==> config.mk <==
export PLATFORM = sky130hd
export DESIGN_NAME = nfc_acg_arbiter_flat
export DESIGN_NICKNAME = d
export VERILOG_FILES = /design/src/rtl/nfc_acg_arbiter_pkg.sv /design/src/rtl/nfc_acg_arbiter_if.sv /design/src/rtl/nfc_acg_arbiter_rr_picker.sv /design/src/rtl/nfc_acg_arbiter.sv /design/src/flat_wrapper.sv
export SDC_FILE = /design/constraint.sdc
export NUM_CORES = 1
export LEC_CHECK = 0
export BUFFER_PORTS_ARGS = -buffer_cell sky130_fd_sc_hd__buf_2
export CAP_MARGIN = 0
export CORE_AREA = 2 2 178 180
export DETAILED_ROUTE_END_ITERATION = 8
export DIE_AREA = 0 0 180 182
export PLACE_DENSITY = 0.48
export SYNTH_ARGS = -nofsm -noshare
export SYNTH_HDL_FRONTEND = slang
export SYNTH_SLANG_ARGS = --single-unit
==> constraint.sdc <==
create_clock -name iSystemClock -period 2.7 [get_ports iSystemClock]
set_input_delay 0 -clock iSystemClock [delete_from_list [all_inputs] [get_ports iSystemClock]]
set_output_delay 0 -clock iSystemClock [all_outputs]
set_load 0.02 [all_outputs]
==> src/rtl/nfc_acg_arbiter_pkg.sv <==
// nfc_acg_arbiter_pkg
//   Shared definitions for the NFC ACG arbiter: FSM state encoding, the
//   values driven onto the ACG command bus while nobody owns it, and the
//   width of the BUSY watchdog counter.
package nfc_acg_arbiter_pkg;

  typedef enum logic [1:0] {
    ST_IDLE    = 2'd0,
    ST_GRANT   = 2'd1,
    ST_BUSY    = 2'd2,
    ST_RELEASE = 2'd3
  } nfc_acg_state_t;

  // ACG bus values presented while no client is granted.
  localparam logic [7:0]  ACG_CMD_NONE       = 8'h00;
  localparam logic [2:0]  ACG_OPT_NONE       = 3'b000;
  localparam logic [15:0] ACG_NUMDATA_NONE   = 16'h0000;
  localparam logic        ACG_CASEL_DEFAULT  = 1'b1;
  localparam logic [39:0] ACG_CADATA_DEFAULT = 40'h00_0000_0000;

  localparam int BUSY_CNT_W = 16;
  localparam logic [BUSY_CNT_W-1:0] BUSY_CNT_MAX = '1;

  // Width of an index into a client vector; at least one bit.
  function automatic int ptr_width(input int n);
    return (n > 1) ? $clog2(n) : 1;
  endfunction

endpackage

==> src/rtl/nfc_acg_arbiter_if.sv <==
// nfc_acg_arbiter_if
//   Bundles the client-side command buses and the ACG-side bus of the
//   arbiter. Client buses are flattened: client i owns slice [W*i +: W].
//
//   Handshake: iClientReq is a level request sampled every cycle; the
//   client is served once its bit appears in oGrant. From that point the
//   ACG sees the client's command fields, and only the owning client gets
//   iACG_Ready / iACG_LastStep echoed back. Ownership ends on the client's
//   iClientLastStep (sampled while BUSY) or on the watchdog timeout.
//
//   slave  : arbiter side
//   master : client/ACG side (drives requests and ACG status)
interface nfc_acg_arbiter_if #(
  parameter int NumberOfWays    = 4,
  parameter int NumberOfClients = 4
);
  logic [NumberOfClients-1:0]              iClientReq;
  logic [NumberOfClients-1:0]              iClientLastStep;
  logic [8*NumberOfClients-1:0]            iClientACG_Command;
  logic [3*NumberOfClients-1:0]            iClientACG_CommandOption;
  logic [NumberOfWays*NumberOfClients-1:0] iClientACG_TargetWay;
  logic [16*NumberOfClients-1:0]           iClientACG_NumOfData;
  logic [NumberOfClients-1:0]              iClientACG_CASelect;
  logic [40*NumberOfClients-1:0]           iClientACG_CAData;
  logic [8*NumberOfClients-1:0]            oClientACG_Ready;
  logic [8*NumberOfClients-1:0]            oClientACG_LastStep;

  logic [7:0]              oACG_Command;
  logic [2:0]              oACG_CommandOption;
  logic [NumberOfWays-1:0] oACG_TargetWay;
  logic [15:0]             oACG_NumOfData;
  logic                    oACG_CASelect;
  logic [39:0]             oACG_CAData;
  logic [7:0]              iACG_Ready;
  logic [7:0]              iACG_LastStep;

  modport slave (
    input  iClientReq, iClientLastStep, iClientACG_Command,
           iClientACG_CommandOption, iClientACG_TargetWay,
           iClientACG_NumOfData, iClientACG_CASelect, iClientACG_CAData,
           iACG_Ready, iACG_LastStep,
    output oClientACG_Ready, oClientACG_LastStep,
           oACG_Command, oACG_CommandOption, oACG_TargetWay,
           oACG_NumOfData, oACG_CASelect, oACG_CAData
  );

  modport master (
    output iClientReq, iClientLastStep, iClientACG_Command,
           iClientACG_CommandOption, iClientACG_TargetWay,
           iClientACG_NumOfData, iClientACG_CASelect, iClientACG_CAData,
           iACG_Ready, iACG_LastStep,
    input  oClientACG_Ready, oClientACG_LastStep,
           oACG_Command, oACG_CommandOption, oACG_TargetWay,
           oACG_NumOfData, oACG_CASelect, oACG_CAData
  );
endinterface

==> src/rtl/nfc_acg_arbiter_rr_picker.sv <==
// nfc_rr_picker
//   Combinational round-robin picker: returns the first set request bit at
//   or above iPointer, wrapping from N-1 back to 0, as a one-hot vector.
//   Ports: iReq (request vector), iPointer (highest-priority index),
//          oGrant (one-hot winner, zero when iReq is zero).
module nfc_rr_picker #(
  parameter int N    = 4,
  parameter int PtrW = 2
) (
  input  logic [N-1:0]    iReq,
  input  logic [PtrW-1:0] iPointer,
  output logic [N-1:0]    oGrant
);

  logic            found;
  logic [PtrW-1:0] idx;

  always_comb begin
    oGrant = '0;
    found  = 1'b0;
    idx    = '0;
    for (int k = 0; k < N; k++) begin
      idx = PtrW'((int'(iPointer) + k) % N);
      if (!found && iReq[idx]) begin
        oGrant[idx] = 1'b1;
        found       = 1'b1;
      end
    end
  end

endmodule

==> src/rtl/nfc_acg_arbiter.sv <==
// nfc_acg_arbiter
//   Shares one ACG between NumberOfClients command blocks. Round-robin
//   arbitration, one owner at a time, with a BUSY watchdog that forces a
//   release after TimeoutCycles cycles without a last-step.
//   Ports:
//     iSystemClock  sole clock, rising edge
//     iReset        synchronous, active-low reset
//     bus           client and ACG buses (slave side)
//     oGrant        one-hot registered grant
//     oBusy         high while a client owns the ACG (GRANT/BUSY/RELEASE)
//     oTimeout      one-cycle pulse in the RELEASE cycle of a forced release
//     oState        FSM state, for debug
module nfc_acg_arbiter
  import nfc_acg_arbiter_pkg::*;
#(
  parameter int          NumberOfWays    = 4,
  parameter int          NumberOfClients = 4,
  parameter logic [15:0] TimeoutCycles   = 16'hFFFF
) (
  input  logic                       iSystemClock,
  input  logic                       iReset,
  nfc_acg_arbiter_if.slave           bus,
  output logic [NumberOfClients-1:0] oGrant,
  output logic                       oBusy,
  output logic                       oTimeout,
  output nfc_acg_state_t             oState
);

  localparam int N    = NumberOfClients;
  localparam int W    = NumberOfWays;
  localparam int PtrW = ptr_width(N);
  localparam logic [BUSY_CNT_W-1:0] TimeoutLast = TimeoutCycles - 16'd1;

  nfc_acg_state_t        state_q, state_d;
  logic [N-1:0]          grant_q, grant_d;
  logic [N-1:0]          pending_q, pending_d;
  logic [PtrW-1:0]       pointer_q, pointer_d;
  logic [BUSY_CNT_W-1:0] busy_cnt_q, busy_cnt_d;
  logic                  timeout_q, timeout_d;

  logic [N-1:0]    requests;
  logic [N-1:0]    pick;
  logic [PtrW-1:0] grant_idx;
  logic            owner_last;
  logic            busy_expired;

  logic [7:0]   acg_cmd;
  logic [2:0]   acg_opt;
  logic [W-1:0] acg_way;
  logic [15:0]  acg_num;
  logic         acg_casel;
  logic [39:0]  acg_cadata;
  logic [8*N-1:0] cl_ready;
  logic [8*N-1:0] cl_last;

  // Requests remembered while the ACG was owned compete alongside live ones.
  assign requests = bus.iClientReq | pending_q;

  nfc_rr_picker #(
    .N    (N),
    .PtrW (PtrW)
  ) u_picker (
    .iReq     (requests),
    .iPointer (pointer_q),
    .oGrant   (pick)
  );

  always_comb begin
    grant_idx = '0;
    for (int i = 0; i < N; i++) begin
      if (grant_q[i]) grant_idx = PtrW'(i);
    end
  end

  // Last-step from any client other than the owner is masked off here.
  assign owner_last   = |(bus.iClientLastStep & grant_q);
  assign busy_expired = (busy_cnt_q == TimeoutLast);

  // State register
  always_ff @(posedge iSystemClock) begin
    if (!iReset) begin
      state_q    <= ST_IDLE;
      grant_q    <= '0;
      pending_q  <= '0;
      pointer_q  <= '0;
      busy_cnt_q <= '0;
      timeout_q  <= 1'b0;
    end else begin
      state_q    <= state_d;
      grant_q    <= grant_d;
      pending_q  <= pending_d;
      pointer_q  <= pointer_d;
      busy_cnt_q <= busy_cnt_d;
      timeout_q  <= timeout_d;
    end
  end

  // Next-state logic
  always_comb begin
    state_d    = state_q;
    grant_d    = grant_q;
    pending_d  = pending_q;
    pointer_d  = pointer_q;
    busy_cnt_d = busy_cnt_q;
    timeout_d  = 1'b0;

    // The owner's own request is dropped: it must re-request after IDLE.
    if (state_q != ST_IDLE) pending_d = pending_q | (bus.iClientReq & ~grant_q);

    unique case (state_q)
      ST_IDLE: begin
        if (|requests) begin
          state_d   = ST_GRANT;
          grant_d   = pick;
          pending_d = pending_q & ~pick;
        end
      end
      ST_GRANT: begin
        state_d    = ST_BUSY;
        busy_cnt_d = '0;
      end
      ST_BUSY: begin
        if (busy_cnt_q != BUSY_CNT_MAX) busy_cnt_d = busy_cnt_q + 1'b1;
        // A genuine last-step beats a coincident timeout.
        if (owner_last) begin
          state_d = ST_RELEASE;
        end else if (busy_expired) begin
          state_d   = ST_RELEASE;
          timeout_d = 1'b1;
        end
      end
      ST_RELEASE: begin
        state_d   = ST_IDLE;
        grant_d   = '0;
        pointer_d = (grant_idx == PtrW'(N - 1)) ? '0 : grant_idx + 1'b1;
      end
      default: state_d = ST_IDLE;
    endcase
  end

  // Output logic
  always_comb begin
    acg_cmd    = ACG_CMD_NONE;
    acg_opt    = ACG_OPT_NONE;
    acg_way    = '0;
    acg_num    = ACG_NUMDATA_NONE;
    acg_casel  = ACG_CASEL_DEFAULT;
    acg_cadata = ACG_CADATA_DEFAULT;
    cl_ready   = '0;
    cl_last    = '0;
    for (int i = 0; i < N; i++) begin
      if (grant_q[i]) begin
        acg_cmd    = bus.iClientACG_Command[8*i +: 8];
        acg_opt    = bus.iClientACG_CommandOption[3*i +: 3];
        acg_way    = bus.iClientACG_TargetWay[W*i +: W];
        acg_num    = bus.iClientACG_NumOfData[16*i +: 16];
        acg_casel  = bus.iClientACG_CASelect[i];
        acg_cadata = bus.iClientACG_CAData[40*i +: 40];
        cl_ready[8*i +: 8] = bus.iACG_Ready;
        cl_last[8*i +: 8]  = bus.iACG_LastStep;
      end
    end
  end

  assign bus.oACG_Command       = acg_cmd;
  assign bus.oACG_CommandOption = acg_opt;
  assign bus.oACG_TargetWay     = acg_way;
  assign bus.oACG_NumOfData     = acg_num;
  assign bus.oACG_CASelect      = acg_casel;
  assign bus.oACG_CAData        = acg_cadata;
  assign bus.oClientACG_Ready    = cl_ready;
  assign bus.oClientACG_LastStep = cl_last;

  assign oGrant   = grant_q;
  assign oBusy    = (state_q != ST_IDLE);
  assign oTimeout = timeout_q;
  assign oState   = state_q;

endmodule

==> src/flat_wrapper.sv <==
// flat-port wrapper written by rule: the top's interface ports become plain ports
module nfc_acg_arbiter_flat import nfc_acg_arbiter_pkg::*;
#(
  parameter int          NumberOfWays    = 4,
  parameter int          NumberOfClients = 4,
  parameter logic [15:0] TimeoutCycles   = 16'hFFFF
)
  (iSystemClock, iReset, oGrant, oBusy, oTimeout, oState, bus_iClientReq, bus_iClientLastStep, bus_iClientACG_Command, bus_iClientACG_CommandOption, bus_iClientACG_TargetWay, bus_iClientACG_NumOfData, bus_iClientACG_CASelect, bus_iClientACG_CAData, bus_iACG_Ready, bus_iACG_LastStep, bus_oClientACG_Ready, bus_oClientACG_LastStep, bus_oACG_Command, bus_oACG_CommandOption, bus_oACG_TargetWay, bus_oACG_NumOfData, bus_oACG_CASelect, bus_oACG_CAData);
  nfc_acg_arbiter_if #(.NumberOfWays(NumberOfWays), .NumberOfClients(NumberOfClients)) bus_i ();
  input  logic iSystemClock;
  input  logic iReset;
  output logic [NumberOfClients-1:0] oGrant;
  output logic oBusy;
  output logic oTimeout;
  output nfc_acg_state_t oState;
  input wire logic [$bits(bus_i.iClientReq)-1:0] bus_iClientReq;
  input wire logic [$bits(bus_i.iClientLastStep)-1:0] bus_iClientLastStep;
  input wire logic [$bits(bus_i.iClientACG_Command)-1:0] bus_iClientACG_Command;
  input wire logic [$bits(bus_i.iClientACG_CommandOption)-1:0] bus_iClientACG_CommandOption;
  input wire logic [$bits(bus_i.iClientACG_TargetWay)-1:0] bus_iClientACG_TargetWay;
  input wire logic [$bits(bus_i.iClientACG_NumOfData)-1:0] bus_iClientACG_NumOfData;
  input wire logic [$bits(bus_i.iClientACG_CASelect)-1:0] bus_iClientACG_CASelect;
  input wire logic [$bits(bus_i.iClientACG_CAData)-1:0] bus_iClientACG_CAData;
  input wire logic [$bits(bus_i.iACG_Ready)-1:0] bus_iACG_Ready;
  input wire logic [$bits(bus_i.iACG_LastStep)-1:0] bus_iACG_LastStep;
  output wire logic [$bits(bus_i.oClientACG_Ready)-1:0] bus_oClientACG_Ready;
  output wire logic [$bits(bus_i.oClientACG_LastStep)-1:0] bus_oClientACG_LastStep;
  output wire logic [$bits(bus_i.oACG_Command)-1:0] bus_oACG_Command;
  output wire logic [$bits(bus_i.oACG_CommandOption)-1:0] bus_oACG_CommandOption;
  output wire logic [$bits(bus_i.oACG_TargetWay)-1:0] bus_oACG_TargetWay;
  output wire logic [$bits(bus_i.oACG_NumOfData)-1:0] bus_oACG_NumOfData;
  output wire logic [$bits(bus_i.oACG_CASelect)-1:0] bus_oACG_CASelect;
  output wire logic [$bits(bus_i.oACG_CAData)-1:0] bus_oACG_CAData;
  assign bus_i.iClientReq = bus_iClientReq;
  assign bus_i.iClientLastStep = bus_iClientLastStep;
  assign bus_i.iClientACG_Command = bus_iClientACG_Command;
  assign bus_i.iClientACG_CommandOption = bus_iClientACG_CommandOption;
  assign bus_i.iClientACG_TargetWay = bus_iClientACG_TargetWay;
  assign bus_i.iClientACG_NumOfData = bus_iClientACG_NumOfData;
  assign bus_i.iClientACG_CASelect = bus_iClientACG_CASelect;
  assign bus_i.iClientACG_CAData = bus_iClientACG_CAData;
  assign bus_i.iACG_Ready = bus_iACG_Ready;
  assign bus_i.iACG_LastStep = bus_iACG_LastStep;
  assign bus_oClientACG_Ready = bus_i.oClientACG_Ready;
  assign bus_oClientACG_LastStep = bus_i.oClientACG_LastStep;
  assign bus_oACG_Command = bus_i.oACG_Command;
  assign bus_oACG_CommandOption = bus_i.oACG_CommandOption;
  assign bus_oACG_TargetWay = bus_i.oACG_TargetWay;
  assign bus_oACG_NumOfData = bus_i.oACG_NumOfData;
  assign bus_oACG_CASelect = bus_i.oACG_CASelect;
  assign bus_oACG_CAData = bus_i.oACG_CAData;
  nfc_acg_arbiter #(.NumberOfWays(NumberOfWays), .NumberOfClients(NumberOfClients), .TimeoutCycles(TimeoutCycles)) u_core (.iSystemClock(iSystemClock), .iReset(iReset), .bus(bus_i), .oGrant(oGrant), .oBusy(oBusy), .oTimeout(oTimeout), .oState(oState));
endmodule
==> results of run 1 <==
area by class of cell:
cell class	count	area, um2
Fill cell	3557	24000
Tap cell	402	503
Timing Repair Buffer	471	2430
Sequential cell	29	592
Inverter	18	67.6
Multi-Input combinational cell	519	3260
Clock buffer	8	146
cell families after synthesis:
logic type / Yosys count / synth area share, %
multiplexers: 9 / 2.85
adder cells (fa/ha/maj): 13 / 3.94
AO/OA/AOI/OAI: 259 / 42.8
flip-flops: 29 / 14.1
buffers and inverters: 77 / 7.09
AND/OR/NAND/NOR: 231 / 27.7
XOR/XNOR: 7 / 1.49
routing by layer:
layer	GRT usage (%)	part of all wire, %	up-vias
li1	-	-	3164
met1	18.8	44	2952
met2	22.3	47	337
met3	2.23	7.9	18
met4	1.50	0.94	2
met5	0	0.053	-
cells in the mapped netlist, drive strengths merged, types with 3 or more instances:
library cell / n
o21ai: 147
nand2: 95
a221o: 74
and2: 65
clkbuf: 51
dfxtp: 29
nor2: 25
inv: 18
a21oi: 16
ha: 13
nand3: 13
buf: 8
nor3: 8
nand4: 7
mux2i: 5
or2: 5
xor2: 5
a22o: 4
and3: 3
nor4: 3
o22ai: 3
o31ai: 3
state kept, by name, summed over array words and instances (netlist names):
register,cells
u_core.pending_q,4
u_core.pointer_q,2
u_core.busy_cnt_q,16
u_core.oGrant,4
u_core.oTimeout,1
u_core.oState,2
final timing paths:
kind,slack [ns],cells after the start,startpoint,endpoint
max reg2reg,0.52,8,u_core.pointer_q[1],u_core.pending_q[1]
min reg2reg,0.47,2,u_core.busy_cnt_q[13],u_core.busy_cnt_q[13]
max,0.41,7,u_core.oGrant[0],bus_oACG_CommandOption[1]
min,0.09,3,bus_iClientReq[3],u_core.pending_q[3]
placed cells by master, fill, tap and decap left out, drive strengths merged, types with 2 or more instances in the layout:
cell	instances
buf	471
o21ai	147
nand2	95
a221o	74
and2	65
dfxtp	29
nor2	25
inv	18
a21oi	16
nand3	13
ha	13
nor3	8
clkbuf	8
nand4	7
mux2i	5
xor2	5
or2	5
a22o	4
o31ai	3
o22ai	3
and3	3
nor4	3
a221oi	2
and4	2
mux4	2
a311oi	2
or3	2
xnor2	2
mux2	2
a41oi	2
worst register-to-register path, delay by kind of cell, from the launching register on:
kind | cells | cell delay, ns
compound gates | 3 | 0.48
flops | 1 | 0.43
simple gates | 2 | 0.43
fa+ha+maj | 1 | 0.37
buf+inv | 1 | 0.19
mux | 1 | 0.18
power groups by stage:
stage	Sequential, mW	Combinational, mW	Clock, mW
after floorplan	0.617	4.05	0
after global placement	0.665	6.43	0
after detailed placement	0.668	6.42	0
after CTS	0.659	6.44	0.571
after global routing	0.676	6.94	0.584
final	0.653	6.35	0.557
==> summary.txt, run 1 <==
Layout
  – Final nets: 1,371
  – Final Non-Filler Cells: 1,447
  – Fraction of layout cells with a size suffix above 1: 47.0%
  – Area delta synth->final: 69.6%
  – Post-layout util: 22.6%
  – # diodes: 0
  – Cell area after layout: 0.00700 mm2

Power
  – PwrDens: 1080 mW/mm2
  – P_sw: 4.41 mW
  – Switching part of the total: 58.3%
  – Total power: 7.56 mW
  – Power Internal: 3.15 mW
  – Max IR drop VDD: 0.409 mV
  – Comb pwr share: 84.0%
  – Clk pwr share: 7.4%
  – Static Leakage: 3.47 nW
  – Sequential power share: 8.6%

Critical path
  – Cells along the critical path: inv_1, nor2_4, buf_4, a221o_1, o21ai_0, o21ai_0, buf_2
  – Crit Path Max Fanout: 17
  – CP Buf/Inv Count: 3
  – Arr. time, crit path: 2.29 ns
  – Startpoint types: flip-flop
  – CP most frequent cell: o21ai_0
  – Critical path type: reg -> out
  – Worst Setup End Kind: output port
  – Crit-path max cell delay: 0.47 ns
  – WP data required: 2.70 ns
  – CP delay by family, top: buffers and inverters
  – Slowest CP cell: nor2_4

Clocking
  – CTS tree: done
  – Clock insertion delay at the later pin of the skew report: 0.27 ns
  – CTS root buffer: clkbuf_16
  – CTS resizes: 0
  – H-tree depth: 2
  – Worst-path clk slew: 0.05 ns
  – CTS buffer count: 5
  – Hold bufs inserted after CTS: 0
  – CTS sink count: 29
  – Post-CTS Setup Bufs: 0
  – Clock tree buffer depth: 2

Placement
  – DP Area: 0.00685 mm2
  – Post-detail-place hpwl: 19,600 um
  – IO buf count: 457
  – DP Worst Slack: 0.536 ns
  – DP Cell Count: 1,439
  – GP Congestion: 0.874

STA
  – Actual slew at the worst max-slew pin: 0.814 ns
  – TNS Setup: 0 ns
  – Fin Hold WS: 0.0862 ns
  – Fmax: 0.437 GHz
  – Final setup viols: 0
  – Pins Over Slew Limit: 0
  – Tmin final: 2.29 ns
  – RSZ-0062 raised after global routing: false
  – Slew headroom: 45.7%
  – Final Cycle Share: 84.7%
  – Final Worst Setup Slack: 0.414 ns
  – Setup Skew: 0.00509 ns
  – Final Hold Vio Count: 0

Die
  – Die footprint: 0.0328 mm2
  – Die height: 182 um
  – Ports: 458
  – Num rows: 65
  – Die W: 180 um
  – CORE AREA: 0.0310 mm2
  – Initial Util: 13.3%

Logic synthesis
  – Sequential fraction of the synthesis area: 14.1%
  – Synth cell types: 44
  – Async set-reset flop share out of synthesis: 0%
  – Mapped Avg Cell Area: 6.60 um2
  – Syn Inst Count: 625
  – Yosys warnings: 0
  – Number of synthesized flops with an enable pin: 0
  – Syn nets: 952
  – Mapped cell area: 0.00413 mm2
  – Area contributors post-synth: a221o_1 (18%), o21ai_0 (15%), dfxtp_1 (14%)
  – Yosys top cell area share: 18.0%
  – Number of synthesized register bits: 29
  – Synth area leader: a221o_1
  – Most used DFF post-synth: dfxtp_1

Outcome
  – Status: completed

GRT
  – Vias in the first global route: 5,731
  – Global route overflow: 0
  – Initial antenna violation count: 2
  – First-pass GRT wire length: 35,200 um
  – Pin count of the biggest net entering global routing: 166
  – Gr usage total: 13.4%

Worst hold path
  – Hold WC Path Type: in -> reg

Routing
  – DRC: 0
  – Total Wirelength: 24,400 um
  – Iteration-0 DRC Markers: 543
  – WL per Instance: 16.9 um
  – DR vias: 6,473
  – Drt first pass iters: 5
  – Routed Antenna Nets: 0
  – Vias per std cell: 4.47

Flow run
  – Max-cap check violation count: 0
(Power assumes the default switching activity.)
==> inputs of run 2 (changes only) <==
- ABC_AREA: not set -> 1
- CORE_AREA: 2 2 178 180 -> 2 2 181 183
- DIE_AREA: 0 0 180 182 -> 0 0 183 185
- clock period: 2.7 -> 2.3 ns (I/O delays scaled with it)
==> summary.txt, run 2 <==
Critical path
  – WP data required: 2.30 ns (-0.40 ns)
  – Critical path type: reg -> out
  – Crit-path max cell delay: 0.58 ns (+0.11 ns)
  – Startpoint types: flip-flop
  – Crit Path Max Fanout: 10 (-7)
  – Slowest CP cell: a221oi_1
  – CP delay by family, top: compound AO/OA/AOI/OAI gates
  – Worst Setup End Kind: output port
  – CP Buf/Inv Count: 2 (-1)
  – Arr. time, crit path: 2.01 ns (-0.28 ns)
  – Cells along the critical path: nor2_4, buf_4, a221oi_1, a21oi_1, buf_2

Clocking
  – CTS root buffer: clkbuf_16
  – CTS buffer count: 5 (unchanged)
  – CTS sink count: 29 (unchanged)
  – Clock insertion delay at the later pin of the skew report: 0.28 ns (about the same)
  – Hold bufs inserted after CTS: 0 (unchanged)
  – CTS tree: done
  – CTS resizes: 0 (unchanged)
  – Worst-path clk slew: 0.06 ns (about the same)
  – Post-CTS Setup Bufs: 0 (unchanged)
  – Clock tree buffer depth: 2 (unchanged)
  – H-tree depth: 2 (unchanged)

Layout
  – Fraction of layout cells with a size suffix above 1: 44.0% (-3.0 points)
  – Post-layout util: 22.9% (+0.28 points)
  – Largest reg by FF count: u_core.busy_cnt_q
  – Final Non-Filler Cells: 1,627 (+12%)
  – Most frequent cells in the layout: buf_2 (457), nand2_1 (151), inv_1 (106), nand3_1 (106), a21oi_1 (95)
  – Commonest non-fill, non-tap cell in the layout: buf_2
  – Area delta synth->final: 67.3%
  – Number of flip-flops in the largest register: 16 (unchanged)
  – Filler cells: 3,690 (+3.7%)
  – Final nets: 1,540 (+12%)

STA
  – Final Worst Setup Slack: 0.292 ns (-0.122 ns)
  – Final setup viols: 0 (unchanged)
  – Actual slew at the worst max-slew pin: 0.650 ns (-0.164 ns)
  – Final Hold Vio Count: 0 (unchanged)
  – Fin Hold WS: 0.0392 ns (-0.0469 ns)
  – Fmax: 0.498 GHz
  – Tmin final: 2.01 ns
  – Final Cycle Share: 87.3%
  – RSZ-0062 raised after global routing: false
  – TNS Setup: 0 ns (unchanged)
  – Pins Over Slew Limit: 0 (unchanged)
  – Setup Skew: 0.0117 ns (+0.00666 ns)
  – Slew headroom: 56.7% (+11 points)

Die
  – Die W: 183 um (+1.7%)
  – Die height: 185 um (+1.6%)
  – CORE AREA: 0.0320 mm2 (+3.4%)
  – Ports: 458 (unchanged)
  – Num rows: 66 (+1.5%)
  – Die footprint: 0.0339 mm2 (+3.3%)
  – Initial Util: 13.7% (+0.35 points)

Power
  – PwrDens: 947 mW/mm2 (-12%)
  – Static Leakage: 4.21 nW (+21%)
  – Max IR drop VDD: 0.483 mV (+18%)

Routing
  – Drt first pass iters: 5 (unchanged)
  – DR vias: 7,143 (+10%)
  – WL per Instance: 16.8 um (-0.83%)
  – Total Wirelength: 27,300 um (+12%)
  – Vias per std cell: 4.39 (-1.9%)
  – DRC: 0 (unchanged)
  – Routed Antenna Nets: 0 (unchanged)
  – Iteration-0 DRC Markers: 480 (-12%)

Logic synthesis
  – Number of synthesized flops with an enable pin: 0 (unchanged)
  – Sequential fraction of the synthesis area: 13.3% (-0.82 points)
  – Top cells by count, synth: nand2_1 (151), inv_1 (107), nand3_1 (106)
  – Most numerous cell in the Yosys netlist: nand2_1
  – Synth cell types: 39 (-11%)
  – Number of synthesized register bits: 29 (unchanged)
  – Yosys warnings: 0 (unchanged)
  – Syn Inst Count: 786 (+26%)
  – Mapped Avg Cell Area: 5.57 um2 (-16%)
  – Yosys top cell area share: 13.3% (-4.7 points)
  – Mapped cell area: 0.00438 mm2 (+6.2%)
  – Synth area leader: dfxtp_1
  – Area contributors post-synth: dfxtp_1 (13%), nand2_1 (13%), nand3_1 (12%)
  – Most used DFF post-synth: dfxtp_1
  – Syn nets: 1,113 (+17%)
  – Async set-reset flop share out of synthesis: 0% (unchanged)

Worst hold path
  – Hold WC Path Type: in -> reg

GRT
  – Global route overflow: 0 (unchanged)
  – Gr usage total: 14.3% (+0.84 points)
  – Initial antenna violation count: 7 (+5)
  – Vias in the first global route: 6,322 (+10%)
  – Pin count of the biggest net entering global routing: 69 (-58%)
  – First-pass GRT wire length: 37,500 um (+6.6%)

Placement
  – DP Cell Count: 1,614 (+12%)
  – DP Worst Slack: 0.380 ns (-0.155 ns)
  – Post-detail-place hpwl: 22,000 um (+12%)
  – GP Congestion: 0.886 (+1.3%)
  – IO buf count: 457 (unchanged)

Flow run
  – Max-cap check violation count: 0 (unchanged)

Outcome
  – Status: completed
run 2: cell types whose count changed after synthesis, sizes merged, moves of 65 or more:
cell,before,now
o21ai,147,12
inv,18,112
nand3,13,107
a21oi,16,101
a221o,74,0
nor2,25,93
and2,65,0
run 2: cell families (layout without fill, tap and decap cells):
logic type	after synthesis	in the layout	share of synthesized area [%]
adder cells (fa/ha/maj)	13	13	3.71
AO/OA/AOI/OAI	188	188	28.6
XOR/XNOR	4	4	0.800
AND/OR/NAND/NOR	384	384	38.9
buffers and inverters	168	595	14.8
flip-flops	29	29	13.3
other	0	6	0
run 2: per-layer routing:
layer / global-route usage (%) / part of all wire, % / wire [um] / up-vias
li1: - / - / - / 3522
met1: 18.6 / 42 / 11600 / 3267
met2: 24.9 / 49 / 13400 / 317
met3: 1.87 / 6.3 / 1720 / 33
met4: 3.42 / 2.1 / 579 / 4
met5: 0 / 0.099 / 27 / -
run 2: tightest hold or removal path, stage by stage:
cell and delay [ns]:
buf_2 0.16, nand2_1 0.08, nor2_1 0.03
run 2: metrics by stage:
step / cell area (um2) / power, mW
finish: 7330 / 6.94
global route: 7320 / 7.47
CTS: 7310 / 7.04
detailed placement: 7180 / 6.40
global placement: 7180 / 6.40
floorplan: 4380 / 4.10
run 2: power breakdown:
| group | switching [mW] | internal [mW] | total [mW] |
|---|---|---|---|
| combinational | 3.78 | 1.87 | 5.65 |
| sequential | 0.0957 | 0.579 | 0.675 |
| clock | 0.223 | 0.392 | 0.615 |
run 2: final timing paths:
| path | start | to | slack (ns) | cells past startpoint |
|---|---|---|---|---|
| setup / recovery | u_core.oGrant[2] | bus_oACG_CAData[14] | 0.29 | 5 |
| setup reg to reg | u_core.pointer_q[1] | u_core.oGrant[3] | 0.36 | 10 |
| hold reg to reg | u_core.busy_cnt_q[5] | u_core.busy_cnt_q[5] | 0.48 | 2 |
| hold / removal | iReset | u_core.oState[1] | 0.04 | 3 |
run 2: area by class of cell:
| type | instances | area (um2) | share of cell area (%) |
|---|---|---|---|
| Multi-Input combinational cell | 589 | 3170 | 43.2 |
| Clock buffer | 6 | 129 | 1.76 |
| Sequential cell | 29 | 588 | 8.03 |
| Tap cell | 408 | 510 | 6.97 |
| Inverter | 113 | 429 | 5.86 |
| Antenna cell | 6 | 15.0 | 0.205 |
| Timing Repair Buffer | 475 | 2480 | 33.9 |
| Clock inverter | 1 | 5.00 | 0.0683 |
==> inputs of run 3 (changes only) <==
- REMOVE_ABC_BUFFERS: not set -> 1
==> summary.txt, run 3 (synthesis results as in run 2) <==
Critical path
  – Slowest CP cell: buf_4
  – Worst Setup End Kind: output port
  – Critical path type: reg -> out
  – Crit-path max cell delay: 0.64 ns (+0.06 ns)
  – WP data required: 2.30 ns (about the same)
  – Startpoint types: flip-flop
  – Crit Path Max Fanout: 68 (+58)
  – Arr. time, crit path: 2.03 ns (+0.02 ns)
  – Cells along the critical path: inv_2, buf_4, nand3_1, a21oi_1, buf_2

Die
  – Die W: 183 um (unchanged)
  – Ports: 458 (unchanged)
  – Die footprint: 0.0339 mm2 (unchanged)
  – Initial Util: 13.7% (unchanged)
  – Num rows: 66 (unchanged)
  – Die height: 185 um (unchanged)
  – CORE AREA: 0.0320 mm2 (unchanged)

Power
  – PwrDens: 962 mW/mm2 (+1.6%)
  – Max IR drop VDD: 0.399 mV (-17%)
  – Static Leakage: 4.20 nW (-0.19%)
  – Total power: 7.03 mW (+1.2%)

Outcome
  – Status: completed

GRT
  – Initial antenna violation count: 2 (-5)
  – Pin count of the biggest net entering global routing: 69 (unchanged)
  – Global route overflow: 0 (unchanged)
  – First-pass GRT wire length: 38,300 um (+2.0%)
  – Gr usage total: 14.7% (+0.42 points)
  – Vias in the first global route: 6,220 (-1.6%)

STA
  – Slew headroom: 40.8% (-16 points)
  – Final Cycle Share: 88.1% (+0.83 points)
  – Final setup viols: 0 (unchanged)
  – Setup Skew: 0.00284 ns (-0.00891 ns)
  – Final Hold Vio Count: 0 (unchanged)
  – Actual slew at the worst max-slew pin: 0.888 ns (+0.238 ns)
  – Final Worst Setup Slack: 0.273 ns (-0.0191 ns)
  – RSZ-0062 raised after global routing: false
  – Pins Over Slew Limit: 0 (unchanged)
  – Tmin final: 2.03 ns (+0.0191 ns)
  – Fmax: 0.493 GHz (-0.94%)

Routing
  – Total Wirelength: 27,600 um (+1.3%)
  – Routed Antenna Nets: 0 (unchanged)
  – DR vias: 7,128 (-0.21%)
  – WL per Instance: 17.0 um (+1.6%)
  – DRC: 0 (unchanged)
  – Drt first pass iters: 5 (unchanged)
  – Iteration-0 DRC Markers: 456 (-5.0%)
  – Vias per std cell: 4.40 (+0.16%)

Layout
  – Final nets: 1,539 (-0.065%)
  – Number of flip-flops in the largest register: 16 (unchanged)
  – Fraction of layout cells with a size suffix above 1: 44.0% (-0.046 points)
  – Commonest non-fill, non-tap cell in the layout: buf_2
  – Cell area after layout: 0.00730 mm2 (-0.32%)
  – Post-layout util: 22.8% (-0.074 points)
  – Most frequent cells in the layout: buf_2 (457), nand2_1 (151), inv_1 (106), nand3_1 (106), a21oi_1 (95)
  – Area delta synth->final: 66.7%
  – Largest reg by FF count: u_core.busy_cnt_q
  – Final Non-Filler Cells: 1,621 (-0.37%)

Placement
  – DP Area: 0.00716 mm2 (-0.28%)
  – IO buf count: 457 (unchanged)
  – Post-detail-place hpwl: 22,100 um (+0.36%)
  – DP Cell Count: 1,613 (-0.062%)
  – DP Worst Slack: 0.379 ns (-0.00137 ns)
  – GP Congestion: 0.882 (-0.40%)

Clocking
  – CTS sink count: 29 (unchanged)
  – H-tree depth: 2 (unchanged)
  – Hold bufs inserted after CTS: 0 (unchanged)
  – CTS resizes: 0 (unchanged)
  – Clock insertion delay at the later pin of the skew report: 0.27 ns (about the same)
  – CTS tree: done
  – Clock tree buffer depth: 2 (unchanged)
  – CTS root buffer: clkbuf_16
  – Worst-path clk slew: 0.05 ns (about the same)
  – Post-CTS Setup Bufs: 0 (unchanged)
  – CTS buffer count: 5 (unchanged)

Flow run
  – Max-cap check violation count: 0 (unchanged)

Worst hold path
  – Hold WC Path Type: in -> reg
-- run 3: changes by cell type in the layout (fill, tap and decap cells not counted), sizes merged --
cell    previous run  this run
buf              475       474
clkbuf             6         7
diode              6         1
clkinv             2         1
-- run 3: path summary, 6_finish.rpt --
| check | start | to | slack (ns) | depth (start not counted) |
|---|---|---|---|---|
| max | u_core.oGrant[1] | bus_oACG_NumOfData[12] | 0.27 | 5 |
| max reg2reg | u_core.pointer_q[1] | u_core.oGrant[2] | 0.33 | 10 |
| min reg2reg | u_core.busy_cnt_q[5] | u_core.busy_cnt_q[5] | 0.48 | 2 |
| min | iReset | u_core.oState[1] | 0.05 | 3 |
-- run 3: through the flow --
stage	hold slack (ns)	TNS [ns]
2_1_floorplan	0.120	-128.80
3_3_place_gp	0.335	0
3_5_place_dp	0.332	0
4_1_cts	0.0546	0
5_1_grt	0.0761	0
6_report	0.0526	0
-- run 3: worst max-delay path, delay by kind of cell (launching register included) --
kind | cells | cell delay (ns)
AOI/OAI and AO/OA | 1 | 0.28
buffers and inverters | 3 | 0.93
DFF | 1 | 0.31
and+or+nand+nor | 1 | 0.14
-- run 3: area by class of cell --
| type | instances | area, um2 |
|---|---|---|
| flip-flops and latches | 29 | 588 |
| repair buffers | 474 | 2460 |
| well taps | 408 | 510 |
| multi-input cells | 589 | 3170 |
| inverters | 113 | 429 |
| clock buffers | 7 | 143 |
| diodes | 1 | 2.50 |
| fillers | 3750 | 24700 |
-- run 3: power breakdown --
group / internal [mW] / switching (mW)
sequential: 0.579 / 0.0815
clock: 0.424 / 0.215
combinational: 1.84 / 3.89
total: 2.84 / 4.18
-- run 3: routing by layer --
| layer | share of wire [%] | GRT usage (%) |
|---|---|---|
| met1 | 43 | 19.5 |
| met2 | 47 | 24.3 |
| met5 | 0 | 0 |
| met3 | 8.1 | 3.22 |
| met4 | 1.8 | 3.46 |
